## config.mk

```make
export PLATFORM = sky130hd
export DESIGN_NAME = alu_add_seq
export DESIGN_NICKNAME = d
export VERILOG_FILES = /design/src/rtl/alu_add_seq.sv
export SDC_FILE = /design/constraint.sdc
export NUM_CORES = 1
export LEC_CHECK = 0
export ABC_AREA = 1
export CORE_ASPECT_RATIO = 1.4
export CORE_MARGIN = 3
export CORE_UTILIZATION = 30
export DETAILED_ROUTE_END_ITERATION = 10
export HOLD_SLACK_MARGIN = 0.06
export PLACE_DENSITY_LB_ADDON = 0.05
export RECOVER_POWER = 100
export SLEW_MARGIN = 20
export SYNTH_ARGS = -nofsm -noshare
export SYNTH_HDL_FRONTEND = slang
export SYNTH_SLANG_ARGS = --single-unit
```

## constraint.sdc

```tcl
create_clock -name clk -period 1.8 [get_ports clk]
set_input_delay 0.18 -clock clk [delete_from_list [all_inputs] [get_ports clk]]
set_output_delay 0.18 -clock clk [all_outputs]
set_load 0.005 [all_outputs]
```

## src/rtl/alu_add_seq.sv

```systemverilog
// alu_add_seq: sequences ADD/SUB/ADC/SBB (16-bit) and ADD32/SUB32 (two
// passes) through an external 16-bit adder and returns registered
// result + C/Z/N/V/err flags.
// Ports: clk, rst_n (async low); req_valid/req_ready/req_op/req_a/req_b;
//   add_in0/add_in1/add_cin -> adder, add_sum/add_cout <- adder;
//   rsp_valid/rsp_ready/rsp_result/rsp_c/rsp_z/rsp_n/rsp_v/rsp_err.
// Macro ALU_ADD_SEQ_SAT_EN enables ops 110 ADDS16 / 111 SUBS16.
module alu_add_seq #(
    parameter logic CFLAG_INIT = 1'b0,
    parameter logic SUB_BORROW = 1'b0
) (
    input  logic        clk,
    input  logic        rst_n,
    input  logic        req_valid,
    output logic        req_ready,
    input  logic [2:0]  req_op,
    input  logic [31:0] req_a,
    input  logic [31:0] req_b,
    output logic [15:0] add_in0,
    output logic [15:0] add_in1,
    output logic        add_cin,
    input  logic [15:0] add_sum,
    input  logic        add_cout,
    output logic        rsp_valid,
    input  logic        rsp_ready,
    output logic [31:0] rsp_result,
    output logic        rsp_c,
    output logic        rsp_z,
    output logic        rsp_n,
    output logic        rsp_v,
    output logic        rsp_err
);

`ifdef ALU_ADD_SEQ_SAT_EN
    localparam logic SAT_EN = 1'b1;
`else
    localparam logic SAT_EN = 1'b0;
`endif

    typedef enum logic [1:0] {
        S_IDLE,
        S_EXEC_LO,
        S_EXEC_HI,
        S_RESP
    } state_t;

    state_t      r_state;
    state_t      w_next;
    logic [2:0]  r_op;
    logic [31:0] r_a;
    logic [31:0] r_b;
    logic [15:0] r_lo_sum;
    logic        r_lo_cout;
    logic        r_cflag;
    logic [31:0] r_result;
    logic        r_c;
    logic        r_z;
    logic        r_n;
    logic        r_v;
    logic        r_err;

    logic        w_req_legal;
    logic        w_sub;
    logic        w_wide;
    logic        w_sat;
    logic        w_cin_lo;
    logic        w_v_raw;
    logic        w_c;
    logic [15:0] w_res16;

    // 11x is only legal when saturating ops are built in.
    assign w_req_legal = ~(req_op[2] & req_op[1]) | SAT_EN;

    // Every subtracting opcode has bit 0 set.
    assign w_sub  = r_op[0];
    assign w_wide = r_op[2] & ~r_op[1];
    assign w_sat  = r_op[2] & r_op[1] & SAT_EN;

    always_comb begin
        w_cin_lo = r_op[0];
        case (r_op)
            3'b010:  w_cin_lo = r_cflag;
            3'b011:  w_cin_lo = r_cflag ^ SUB_BORROW;
            default: w_cin_lo = r_op[0];
        endcase
    end

    always_comb begin
        add_in0 = 16'h0000;
        add_in1 = 16'h0000;
        add_cin = 1'b0;
        case (r_state)
            S_EXEC_LO: begin
                add_in0 = r_a[15:0];
                add_in1 = r_b[15:0] ^ {16{w_sub}};
                add_cin = w_cin_lo;
            end
            S_EXEC_HI: begin
                add_in0 = r_a[31:16];
                add_in1 = r_b[31:16] ^ {16{w_sub}};
                add_cin = r_lo_cout;
            end
            default: ;
        endcase
    end

    // add_in1 is already the effective (possibly inverted) operand B.
    assign w_v_raw = (add_in0[15] == add_in1[15]) &
                     (add_sum[15] != add_in0[15]);
    assign w_c     = add_cout ^ (w_sub & SUB_BORROW);

    always_comb begin
        w_res16 = add_sum;
        if (w_sat & w_v_raw) begin
            w_res16 = add_in0[15] ? 16'h8000 : 16'h7FFF;
        end
    end

    always_comb begin
        w_next = r_state;
        case (r_state)
            S_IDLE: begin
                if (req_valid) begin
                    w_next = w_req_legal ? S_EXEC_LO : S_RESP;
                end
            end
            S_EXEC_LO: w_next = w_wide ? S_EXEC_HI : S_RESP;
            S_EXEC_HI: w_next = S_RESP;
            S_RESP: begin
                if (rsp_ready) begin
                    w_next = S_IDLE;
                end
            end
            default: w_next = S_IDLE;
        endcase
    end

    always_ff @(posedge clk or negedge rst_n) begin
        if (!rst_n) begin
            r_state   <= S_IDLE;
            r_op      <= 3'b000;
            r_a       <= 32'h0;
            r_b       <= 32'h0;
            r_lo_sum  <= 16'h0;
            r_lo_cout <= 1'b0;
            r_cflag   <= CFLAG_INIT;
            r_result  <= 32'h0;
            r_c       <= 1'b0;
            r_z       <= 1'b0;
            r_n       <= 1'b0;
            r_v       <= 1'b0;
            r_err     <= 1'b0;
        end else begin
            r_state <= w_next;
            case (r_state)
                S_IDLE: begin
                    if (req_valid) begin
                        r_op <= req_op;
                        r_a  <= req_a;
                        r_b  <= req_b;
                        if (!w_req_legal) begin
                            r_result <= 32'h0;
                            r_c      <= 1'b0;
                            r_z      <= 1'b0;
                            r_n      <= 1'b0;
                            r_v      <= 1'b0;
                            r_err    <= 1'b1;
                        end
                    end
                end
                S_EXEC_LO: begin
                    r_lo_sum  <= add_sum;
                    r_lo_cout <= add_cout;
                    if (!w_wide) begin
                        r_result <= {16'h0000, w_res16};
                        r_c      <= w_c;
                        r_z      <= (w_res16 == 16'h0000);
                        r_n      <= w_res16[15];
                        r_v      <= w_v_raw;
                        r_err    <= 1'b0;
                        r_cflag  <= w_c;
                    end
                end
                S_EXEC_HI: begin
                    r_result <= {add_sum, r_lo_sum};
                    r_c      <= w_c;
                    r_z      <= (add_sum == 16'h0000) &
                                (r_lo_sum == 16'h0000);
                    r_n      <= add_sum[15];
                    r_v      <= w_v_raw;
                    r_err    <= 1'b0;
                    r_cflag  <= w_c;
                end
                default: ;
            endcase
        end
    end

    assign req_ready  = (r_state == S_IDLE);
    assign rsp_valid  = (r_state == S_RESP);
    assign rsp_result = r_result;
    assign rsp_c      = r_c;
    assign rsp_z      = r_z;
    assign rsp_n      = r_n;
    assign rsp_v      = r_v;
    assign rsp_err    = r_err;

endmodule

```

==> results of run 1 <==
-- per-stage QoR --
step | instance area, sq um | hold WS, ns | power [uW]
floorplan | 5780 | -0.116 | 8770
global placement | 7830 | 0.133 | 12200
detailed placement | 7830 | 0.129 | 12400
CTS | 8890 | 0.283 | 17500
global route | 9260 | 0.362 | 19700
finish | 9260 | 0.361 | 18400
-- worst max path at each step --
stage	from	endpoint	slack, ns	cells after the start
after CTS	r_state[1]	add_in1[7]	-0.18	8
after global placement	r_state[0]	add_in1[0]	-0.15	9
after global routing	r_state[0]	add_in1[1]	-0.24	7
final	r_state[1]	add_in1[11]	-0.15	8
after detailed placement	r_state[0]	add_in1[7]	-0.19	9
after floorplan	r_state[0]	add_in1[1]	0.24	9
-- state kept, by name, indices dropped and copies added (netlist names) --
name	cells
rsp_result	32
r_a	32
r_op	3
rsp_z	1
rsp_c	1
rsp_v	1
r_cflag	1
r_lo_cout	1
rsp_n	1
r_lo_sum	16
r_b	32
rsp_err	1
r_state	2
-- power breakdown --
| group | internal [uW] | switching, uW | total, uW | leakage [uW] |
|---|---|---|---|---|
| Clock | 2500 | 1300 | 3800 | 0.000317 |
| Combinational | 5020 | 4790 | 9810 | 0.00244 |
| Sequential | 4000 | 785 | 4790 | 0.00153 |
| Total | 11500 | 6880 | 18400 | 0.00428 |
-- worst min-delay path, delay by kind of cell --
family,cells,cell delay [ns]
compound gates,1,0.04
simple gates,1,0.10
buf+inv,1,0.40
-- cells in the mapped netlist (all sizes together) --
master / instances / area (sq um)
nand2: 212 / 798
nand3: 9 / 50.1
nor3: 2 / 10.0
nand4: 1 / 6.26
mux2: 63 / 709
or2: 1 / 6.26
o21ai: 72 / 360
a21oi: 39 / 199
buf: 19 / 144
nor2: 23 / 93.8
inv: 31 / 116
clkbuf: 16 / 121
ha: 5 / 62.6
dfrtp: 124 / 3100
-- area by class of cell --
class	count	share of cell area, %
Sequential cell	124	33.5
Multi-Input combinational cell	427	30.2
Timing Repair Buffer	223	24.4
Clock buffer	18	4.75
Tap cell	244	3.30
Clock inverter	14	2.33
Inverter	31	1.45
-- kinds of logic (layout without fill, tap and decap cells) --
kind of cell               after synthesis  count (layout)  share of synthesized area [%]
and+or+nand+nor                        248             248                           16.7
muxes                                   63              63                           12.3
DFF                                    124             124                           53.7
adders and majority gates                5               5                           1.08
AOI/OAI and AO/OA                      111             111                           9.68
buffers and inverters                   66             286                           6.60
-- metal layers --
metal / share of wire (%) / vias up / wire [microns] / track usage [%]
met3: 4.6 / 17 / 804 / 3.82
li1: - / 2425 / - / -
met2: 54 / 120 / 9380 / 30.4
met1: 40 / 2402 / 6980 / 19.5
met4: 1.7 / 0 / 305 / 5.88
met5: 0 / - / 0 / 0
-- what timing repair did --
action	CTS	global route
gates cloned	3	3
endpoints found under the setup margin	63	71
hold buffers	1	0
setup buffers	15	6
resized for setup	257	71
pin swaps	31	33
hold endpoints to repair	39	0
==> flow_metrics.py, run 1 <==
metrics = {
    "outcome": {
        "status": "finished, violations left",
        "violations": "setup timing",
    },
    "cells_and_area": {
        "drive_gt1_share_pct": 35.4,
        "fin_cells": 1081,
        "multiInputGateArea_sq_mm": 0.00280,
        "fin_util_pct": 49.4,
        "area_growth_pct": 60.1,
        "fill_cells": 1789,
        "final_common_cell": "nand2_1",
        "ff_latch_area_sq_mm": 0.00310,
        "finalNetCount": 917,
        "final_cell_mix": "150 x nand2_1, 123 x clkdlybuf4s50_1, 123 x dfrtp_1",
        "antennaDiodeCount": 0,
    },
    "hold_path": {
        "hold_class": "input port to register",
        "holdPathEnd": "r_op[0]",
        "hold_start": "req_op[0]",
        "min_path_cells": 3,
    },
    "logic_synthesis": {
        "ys_seq_elements": 124,
        "netlist_area_sq_mm": 0.00578,
        "syn_inst": 617,
        "yosysWarnings": 0,
        "synth_seq_area_share_pct": 53.7,
        "synth_nets": 710,
        "avgSynthCellArea_sq_um": 9.37,
        "synthDistinctLibCells": 25,
    },
    "power": {
        "p_leak_uw": 0.00428,
        "ir_drop_mv": 0.749,
        "power_density_mw_per_mm2": 1990,
    },
    "clocking": {
        "clkTransAtPathRegs_ns": 0.05,
        "cts_made_buffers": 17,
        "cts.sinks": 124,
        "tritoncts": "yes",
        "clk_latency_ns": 0.41,
        "cts-root-buf": "clkbuf_16",
        "htree_levels": 4,
        "clk_path_buf_depth": 2,
    },
    "timing": {
        "fin_skew_ns": 0.0106,
        "min_period_ns": 1.95,
        "period_share_pct": 108,
        "grt_setup_unrepaired": "yes",
        "finalHoldViolations": 0,
        "setup_violations": 33,
        "max_freq_mhz": 512,
        "postLayoutSetupSlackWorst_ns": -0.152,
        "tightest_slew_ns": 1.13,
        "slew_headroom_pct": 24.6,
        "maxSlewViolCount": 0,
        "finalSetupTns_ns": -3.58,
    },
    "placement": {
        "dp.cells": 1023,
        "place_worst_setup_slack_ns": -0.185,
        "gp_congestion": 0.822,
        "port_buffers": 159,
        "place_hpwl_microns": 12000,
    },
    "routing": {
        "dr_total_vias": 4964,
        "wl_per_cell_microns": 16.2,
        "first_pass_iters": 4,
        "vias_per_cell": 4.59,
        "ant_nets": 0,
        "drtIter0Drc": 288,
        "routed_wirelength_microns": 17500,
        "drc_errors": 0,
    },
    "critical_path": {
        "r2r_start": "r_state[0]",
        "critPathSlowestCell": "dfrtp_2",
        "worstRegToRegCells": 13,
        "worst-path-buf-inv": 3,
        "path_cells": "ha_4 -> buf_8 -> buf_8 -> nand2_2 -> nand2_2 -> o21ai_2 -> a21oi_2 -> buf_2",
        "cp.arrival_ns": 1.77,
        "slowest_delay_ns": 0.44,
        "regToRegSetupSlack_ns": 0.05,
        "critPathMaxFanout": 5,
        "r2r-end": "rsp_z",
        "critical_path_required_ns": 1.62,
        "crit_type": "register to output pin",
        "endpoint_kind": "output pin",
        "path_delay_family": "flip-flops",
        "cp-start-kind": "register",
    },
    "global_route": {
        "grt_overflow": 0,
        "grt_pass1_wl_microns": 27500,
        "antenna_found_initial": 0,
        "grt_pass1_vias": 5329,
        "grt_max_degree": 53,
        "grtUsageTotal_pct": 16.9,
    },
    "floorplanning": {
        "dieArea_sq_mm": 0.0210,
        "core_area_sq_mm": 0.0188,
        "row_count": 59,
        "pin_count": 160,
        "die_w_microns": 123,
        "start_util_pct": 30.8,
        "fp.dieH_microns": 170,
    },
    "job": {
        "maxCapViolCount": 0,
    },
}
Note: power is estimated with default switching activity, not from simulation.
==> run 2: changes to the inputs <==
- ABC_AREA: 1 -> 0
==> run 2 against run 1 <==
  * The run still ends with setup timing left
  * Synthesized cell count shrank 22%
  * Critical path type unchanged
  * Routed wire length shrank 3.5%
  * Sequential power grew 3%
  * Via count shrank 9.4%
  * Clock power shrank 10%
  * Maximum frequency shrank 5.1%
  * Final area shrank 2.2%
  * Worst hold slack gained 0.019 ns
  * Worst setup slack lost 0.10 ns
  * Largest power group unchanged
==> flow_metrics.py, run 2 <==
metrics = {
    "hold_path": {
        "hold_class": "input port to register",
    },
    "placement": {
        "port_buffers": 159,
        "gp_congestion": 0.752,
        "place_hpwl_microns": 11000,
        "placed_area_sq_mm": 0.00790,
        "place_worst_setup_slack_ns": -0.287,
    },
    "routing": {
        "drtIter0Drc": 151,
        "vias_per_cell": 4.73,
        "dr_total_vias": 4499,
        "drc_errors": 0,
        "wl_per_cell_microns": 17.7,
        "first_pass_iters": 4,
        "ant_nets": 0,
        "routed_wirelength_microns": 16900,
    },
    "critical_path": {
        "cp.arrival_ns": 1.88,
        "critPathSlowestCell": "dfrtp_1",
        "slowest_delay_ns": 0.39,
        "cp-start-kind": "register",
        "path_cells": "inv_2 -> ha_4 -> buf_6 -> buf_12 -> mux2i_2 -> xor2_1 -> nor2_1 -> buf_2",
        "crit_type": "register to output pin",
        "critPathMaxFanout": 5,
        "critical_path_required_ns": 1.62,
        "endpoint_kind": "output pin",
    },
    "power": {
        "p_leak_uw": 0.00392,
        "power_density_mw_per_mm2": 2030,
        "ir_drop_mv": 0.850,
    },
    "clocking": {
        "clk_path_buf_depth": 2,
        "cts_made_buffers": 17,
        "htree_levels": 4,
        "cts-root-buf": "clkbuf_16",
        "clk_latency_ns": 0.41,
        "cts.sinks": 124,
        "tritoncts": "yes",
        "clkTransAtPathRegs_ns": 0.06,
    },
    "logic_synthesis": {
        "async_flop_share_pct": 100,
        "synth_commonest_cells": "124 x dfrtp_1, 87 x mux2_2, 57 x nand2_1",
        "synthDistinctLibCells": 32,
        "synth-edff-count": 0,
        "yosysMostFrequentCell": "dfrtp_1",
        "yosysTopAreaCell": "dfrtp_1",
        "ys_seq_elements": 124,
        "synthDominantCellAreaShare_pct": 54.3,
        "synth_top_flop_cell": "dfrtp_1",
        "syn_inst": 479,
        "synth_nets": 572,
        "netlist_area_sq_mm": 0.00572,
        "avgSynthCellArea_sq_um": 11.9,
        "synth.area.top_cells": "dfrtp_1 54%, mux2_2 17%, a22oi_1 4.3%",
        "synth_seq_area_share_pct": 54.3,
        "yosysWarnings": 0,
    },
    "cells_and_area": {
        "ff_latch_area_sq_mm": 0.00310,
        "multiInputGateArea_sq_mm": 0.00271,
        "finalNetCount": 788,
        "final_common_cell": "dfrtp_1",
        "area_growth_pct": 58.3,
        "fin_area_sq_mm": 0.00905,
        "drive_gt1_share_pct": 40.7,
        "fill_cells": 1697,
        "antennaDiodeCount": 0,
        "final_cell_mix": "123 x dfrtp_1, 86 x mux2_2, 86 x clkdlybuf4s50_1",
    },
    "outcome": {
        "violations": "setup timing",
        "status": "finished, violations left",
    },
    "timing": {
        "finalSetupTns_ns": -10.90,
        "setup_violations": 71,
        "maxSlewViolCount": 0,
        "period_share_pct": 114,
        "tightest_slew_ns": 1.15,
        "fin_skew_ns": 0.00862,
        "hold_ws_ns": 0.380,
        "grt_setup_unrepaired": "yes",
        "postLayoutSetupSlackWorst_ns": -0.257,
        "min_period_ns": 2.06,
        "finalHoldViolations": 0,
        "slew_headroom_pct": 23.2,
        "max_freq_mhz": 486,
    },
    "global_route": {
        "grtUsageTotal_pct": 16.8,
        "grt_pass1_vias": 4860,
        "grt_overflow": 0,
        "grt_pass1_wl_microns": 26500,
        "grt_max_degree": 53,
        "antenna_found_initial": 0,
    },
    "floorplanning": {
        "row_count": 59,
        "pin_count": 160,
        "core_area_sq_mm": 0.0187,
        "start_util_pct": 30.6,
        "die_w_microns": 123,
        "fp.dieH_microns": 169,
        "dieArea_sq_mm": 0.0208,
    },
    "job": {
        "maxCapViolCount": 0,
    },
}
## run 2: changes by cell type in the layout (fill, tap and decap cells not counted), sizes merged, moves of 24 or more
| cell | previous run | this run |
|---|---|---|
| dlygate4sd3 | 1 | 38 |
| a22oi | 0 | 33 |
| o21ai | 72 | 22 |
| inv | 34 | 7 |
| nand2 | 212 | 57 |
| clkdlybuf4s50 | 123 | 86 |
| mux2 | 63 | 87 |
| a21oi | 39 | 1 |
## run 2: final cells by class
class                      instances  area share [%]
multi-input combinational        315            29.9
tap                              244            3.37
clock buffer                      23            5.39
timing repair inverter             1          0.0691
inverter                           5           0.290
clock inverter                     9            1.22
sequential                       124            34.3
timing repair buffer             231            25.5
## run 2: cells by family after synthesis
family                   share of synthesized area, %
buffers and inverters                            3.52
flip-flops                                       54.3
AO/OA/AOI/OAI                                    10.4
AND/OR/NAND/NOR                                  8.29
adder cells (fa/ha/maj)                          1.09
XOR/XNOR                                         2.30
multiplexers                                     20.1
## run 2: per-stage QoR
| stage | utilization (%) | total power, uW | std cells |
|---|---|---|---|
| detailed placement | 42.3 | 13200 | 886 |
| global route | 48.5 | 19700 | 952 |
| floorplan | - | 9290 | 479 |
| finish | 48.5 | 18400 | 952 |
| CTS | 48.3 | 18600 | 950 |
| global placement | 42.3 | 13100 | 886 |
## run 2: final timing paths
kind                       cells past startpoint              to  slack, ns          start
max                                            8      add_in1[6]      -0.26     r_state[0]
min                                            2         r_a[29]       0.38      req_a[29]
max reg2reg                                    9           rsp_v      -0.20     r_state[1]
min reg2reg                                    2   rsp_result[3]       0.48  rsp_result[3]
max in group asynchronous                      3  rsp_result[19]       0.30          rst_n
min in group asynchronous                      2  rsp_result[11]       0.54          rst_n
## run 2: timing repair
| action | in CTS | in global routing |
|---|---|---|
| endpoints found under the hold margin | 42 | 0 |
| gates resized for setup | 198 | 38 |
| pin swaps | 35 | 23 |
| gates cloned | 9 | 0 |
| setup endpoints to repair | 89 | 88 |
| hold buffers | 1 | 0 |
| buffers inserted | 23 | 5 |
## run 2: layer usage
layer	vias to the layer above	part of all wire [%]	track usage, %
met2	101	56	30.9
met1	2247	38	18.7
li1	2137	-	-
met3	14	4.7	4.60
met5	-	0	0
met4	0	0.98	4.82
## run 2: report_power, final
part | switching [uW] | internal [uW]
clock network | 1220 | 2190
registers | 834 | 4100
logic | 4530 | 5530
## run 2: critical path: cells and delay by family (launching register included)
family                   cells  cell delay, ns
XOR/XNOR                     1            0.19
adder cells (fa/ha/maj)      1            0.16
buffers and inverters        4            0.44
flip-flops                   1            0.39
multiplexers                 1            0.23
AND/OR/NAND/NOR              1            0.06
==> run 3: changes to the inputs <==
- CAP_MARGIN: default -> 40
- RECOVER_POWER: 100 -> 50
==> run 3 against run 2 <==
  * The run still ends with setup timing left
  * Register-to-register slack better by 0.03 ns
  * Cell count unchanged
  * Global-route usage unchanged
  * Non-clock buffer count is the same
  * Via count about the same
  * Count of clock-buffer cells in the layout unchanged
  * Maximum frequency about the same
  * Worst setup slack got worse by 0.0013 ns
  * Critical path depth unchanged
  * First-iteration DRC count increased by 15%
  * Final area grew 0.61%
  * Sequential power about the same
==> flow_metrics.py, run 3 (same netlist as run 2, synthesis figures left out) <==
metrics = {
    "timing": {
        "max_freq_mhz": 486,
        "finalSetupTns_ns": -10.26,
        "min_period_ns": 2.06,
        "finalHoldViolations": 0,
        "fin_skew_ns": 0.00918,
        "setup_violations": 71,
        "slew_headroom_pct": 23.2,
        "maxSlewViolCount": 0,
        "period_share_pct": 114,
        "postLayoutSetupSlackWorst_ns": -0.258,
        "grt_setup_unrepaired": "yes",
        "tightest_slew_ns": 1.15,
    },
    "critical_path": {
        "cp-start-kind": "register",
        "endpoint_kind": "output pin",
        "critPathMaxFanout": 5,
        "regToRegSetupSlack_ns": -0.17,
        "cp.arrival_ns": 1.88,
        "critical_path_required_ns": 1.62,
        "crit_type": "register to output pin",
    },
    "floorplanning": {
        "pin_count": 160,
        "die_w_microns": 123,
        "row_count": 59,
        "core_area_sq_mm": 0.0187,
        "fp.dieH_microns": 169,
        "start_util_pct": 30.6,
        "dieArea_sq_mm": 0.0208,
    },
    "clocking": {
        "cts_made_buffers": 17,
        "clkTransAtPathRegs_ns": 0.06,
        "clk_latency_ns": 0.41,
        "tritoncts": "yes",
        "clk_path_buf_depth": 2,
        "cts-root-buf": "clkbuf_16",
        "cts.sinks": 124,
        "htree_levels": 4,
    },
    "global_route": {
        "grt_pass1_wl_microns": 26500,
        "grt_overflow": 0,
        "grtUsageTotal_pct": 16.8,
        "antenna_found_initial": 0,
        "grt_pass1_vias": 4860,
        "grt_max_degree": 53,
    },
    "job": {
        "maxCapViolCount": 0,
    },
    "cells_and_area": {
        "final_cell_mix": "123 x clkdlybuf4s50_1, 123 x dfrtp_1, 86 x mux2_2",
        "drive_gt1_share_pct": 40.8,
        "fin_area_sq_mm": 0.00911,
        "fill_cells": 1687,
        "finalNetCount": 788,
        "area_growth_pct": 59.3,
        "antennaDiodeCount": 0,
        "fin_util_pct": 48.8,
    },
    "power": {
        "finalPower_uw": 18600,
        "ir_drop_mv": 0.853,
        "p_leak_uw": 0.00384,
        "power_density_mw_per_mm2": 2040,
    },
    "hold_path": {
        "hold_class": "input port to register",
    },
    "routing": {
        "wl_per_cell_microns": 17.7,
        "dr_total_vias": 4501,
        "ant_nets": 0,
        "first_pass_iters": 4,
        "vias_per_cell": 4.73,
        "routed_wirelength_microns": 16900,
        "drtIter0Drc": 174,
        "drc_errors": 0,
    },
    "placement": {
        "place_worst_setup_slack_ns": -0.287,
        "port_buffers": 159,
        "place_hpwl_microns": 11000,
        "placed_area_sq_mm": 0.00790,
        "gp_congestion": 0.752,
    },
    "outcome": {
        "status": "finished, violations left",
        "violations": "setup timing",
    },
}
run 3: changes by cell type in the layout (fill, tap and decap cells not counted), moves of 2 or more:
cell	previous run	this run
clkdlybuf4s50_1	86	123
dlygate4sd3_1	38	1
buf_12	9	13
buf_4	38	36
run 3: power by group:
group	switching, uW	total, uW	leakage, uW	internal (uW)
Combinational	4550	10300	0.00203	5700
Clock	1230	3420	0.000286	2190
Sequential	851	4950	0.00152	4100
Total	6630	18600	0.00384	12000
run 3: per-layer routing:
| layer | global-route usage, % | vias up | routed length (microns) | share of wire, % |
|---|---|---|---|---|
| met4 | 4.82 | 0 | 163 | 0.96 |
| met2 | 30.9 | 101 | 9420 | 56 |
| met1 | 18.7 | 2254 | 6490 | 38 |
| met5 | 0 | - | 0 | 0 |
| li1 | - | 2133 | - | - |
| met3 | 4.60 | 13 | 819 | 4.8 |
run 3: cell type report:
type                       count  area, sq um  share of cell area (%)
tap                          244          305                    3.35
clock inverter                 9          110                    1.21
timing repair buffer         231         2350                    25.8
sequential                   124         3100                    34.1
timing repair inverter         1         6.26                  0.0687
multi-input combinational    315         2710                    29.8
clock buffer                  23          488                    5.36
inverter                       5         28.8                   0.316
run 3: path summary, 6_finish.rpt:
path                       cells after the start     startpoint        endpoint
setup / recovery                               8     r_state[0]      add_in1[6]
hold / removal                                 2      req_a[29]         r_a[29]
setup reg to reg                               9     r_state[1]           rsp_v
hold reg to reg                                2  rsp_result[3]   rsp_result[3]
max in group asynchronous                      3          rst_n         r_a[13]
min in group asynchronous                      2          rst_n  rsp_result[11]
run 3: critical path, cell delays in order, from the launching register on:
cell and delay (ns):
dfrtp_1 0.39, inv_2 0.08, ha_4 0.16, buf_6 0.11, buf_12 0.14, mux2i_2 0.23
xor2_1 0.19, nor2_1 0.06, buf_2 0.12
run 3: repair_timing:
item | 4_1_cts | 5_1_grt
pin swaps | 35 | 23
hold buffers | 1 | 0
setup buffers | 23 | 5
gates cloned | 9 | 0
setup endpoints to repair | 89 | 88
hold endpoints to repair | 42 | 0
resized for setup | 198 | 38
run 3: through the flow:
stage,hold slack [ns],std cells
6_report,0.380,952
3_5_place_dp,0.142,886
2_1_floorplan,-0.116,479
4_1_cts,0.273,950
5_1_grt,0.357,952
3_3_place_gp,0.142,886
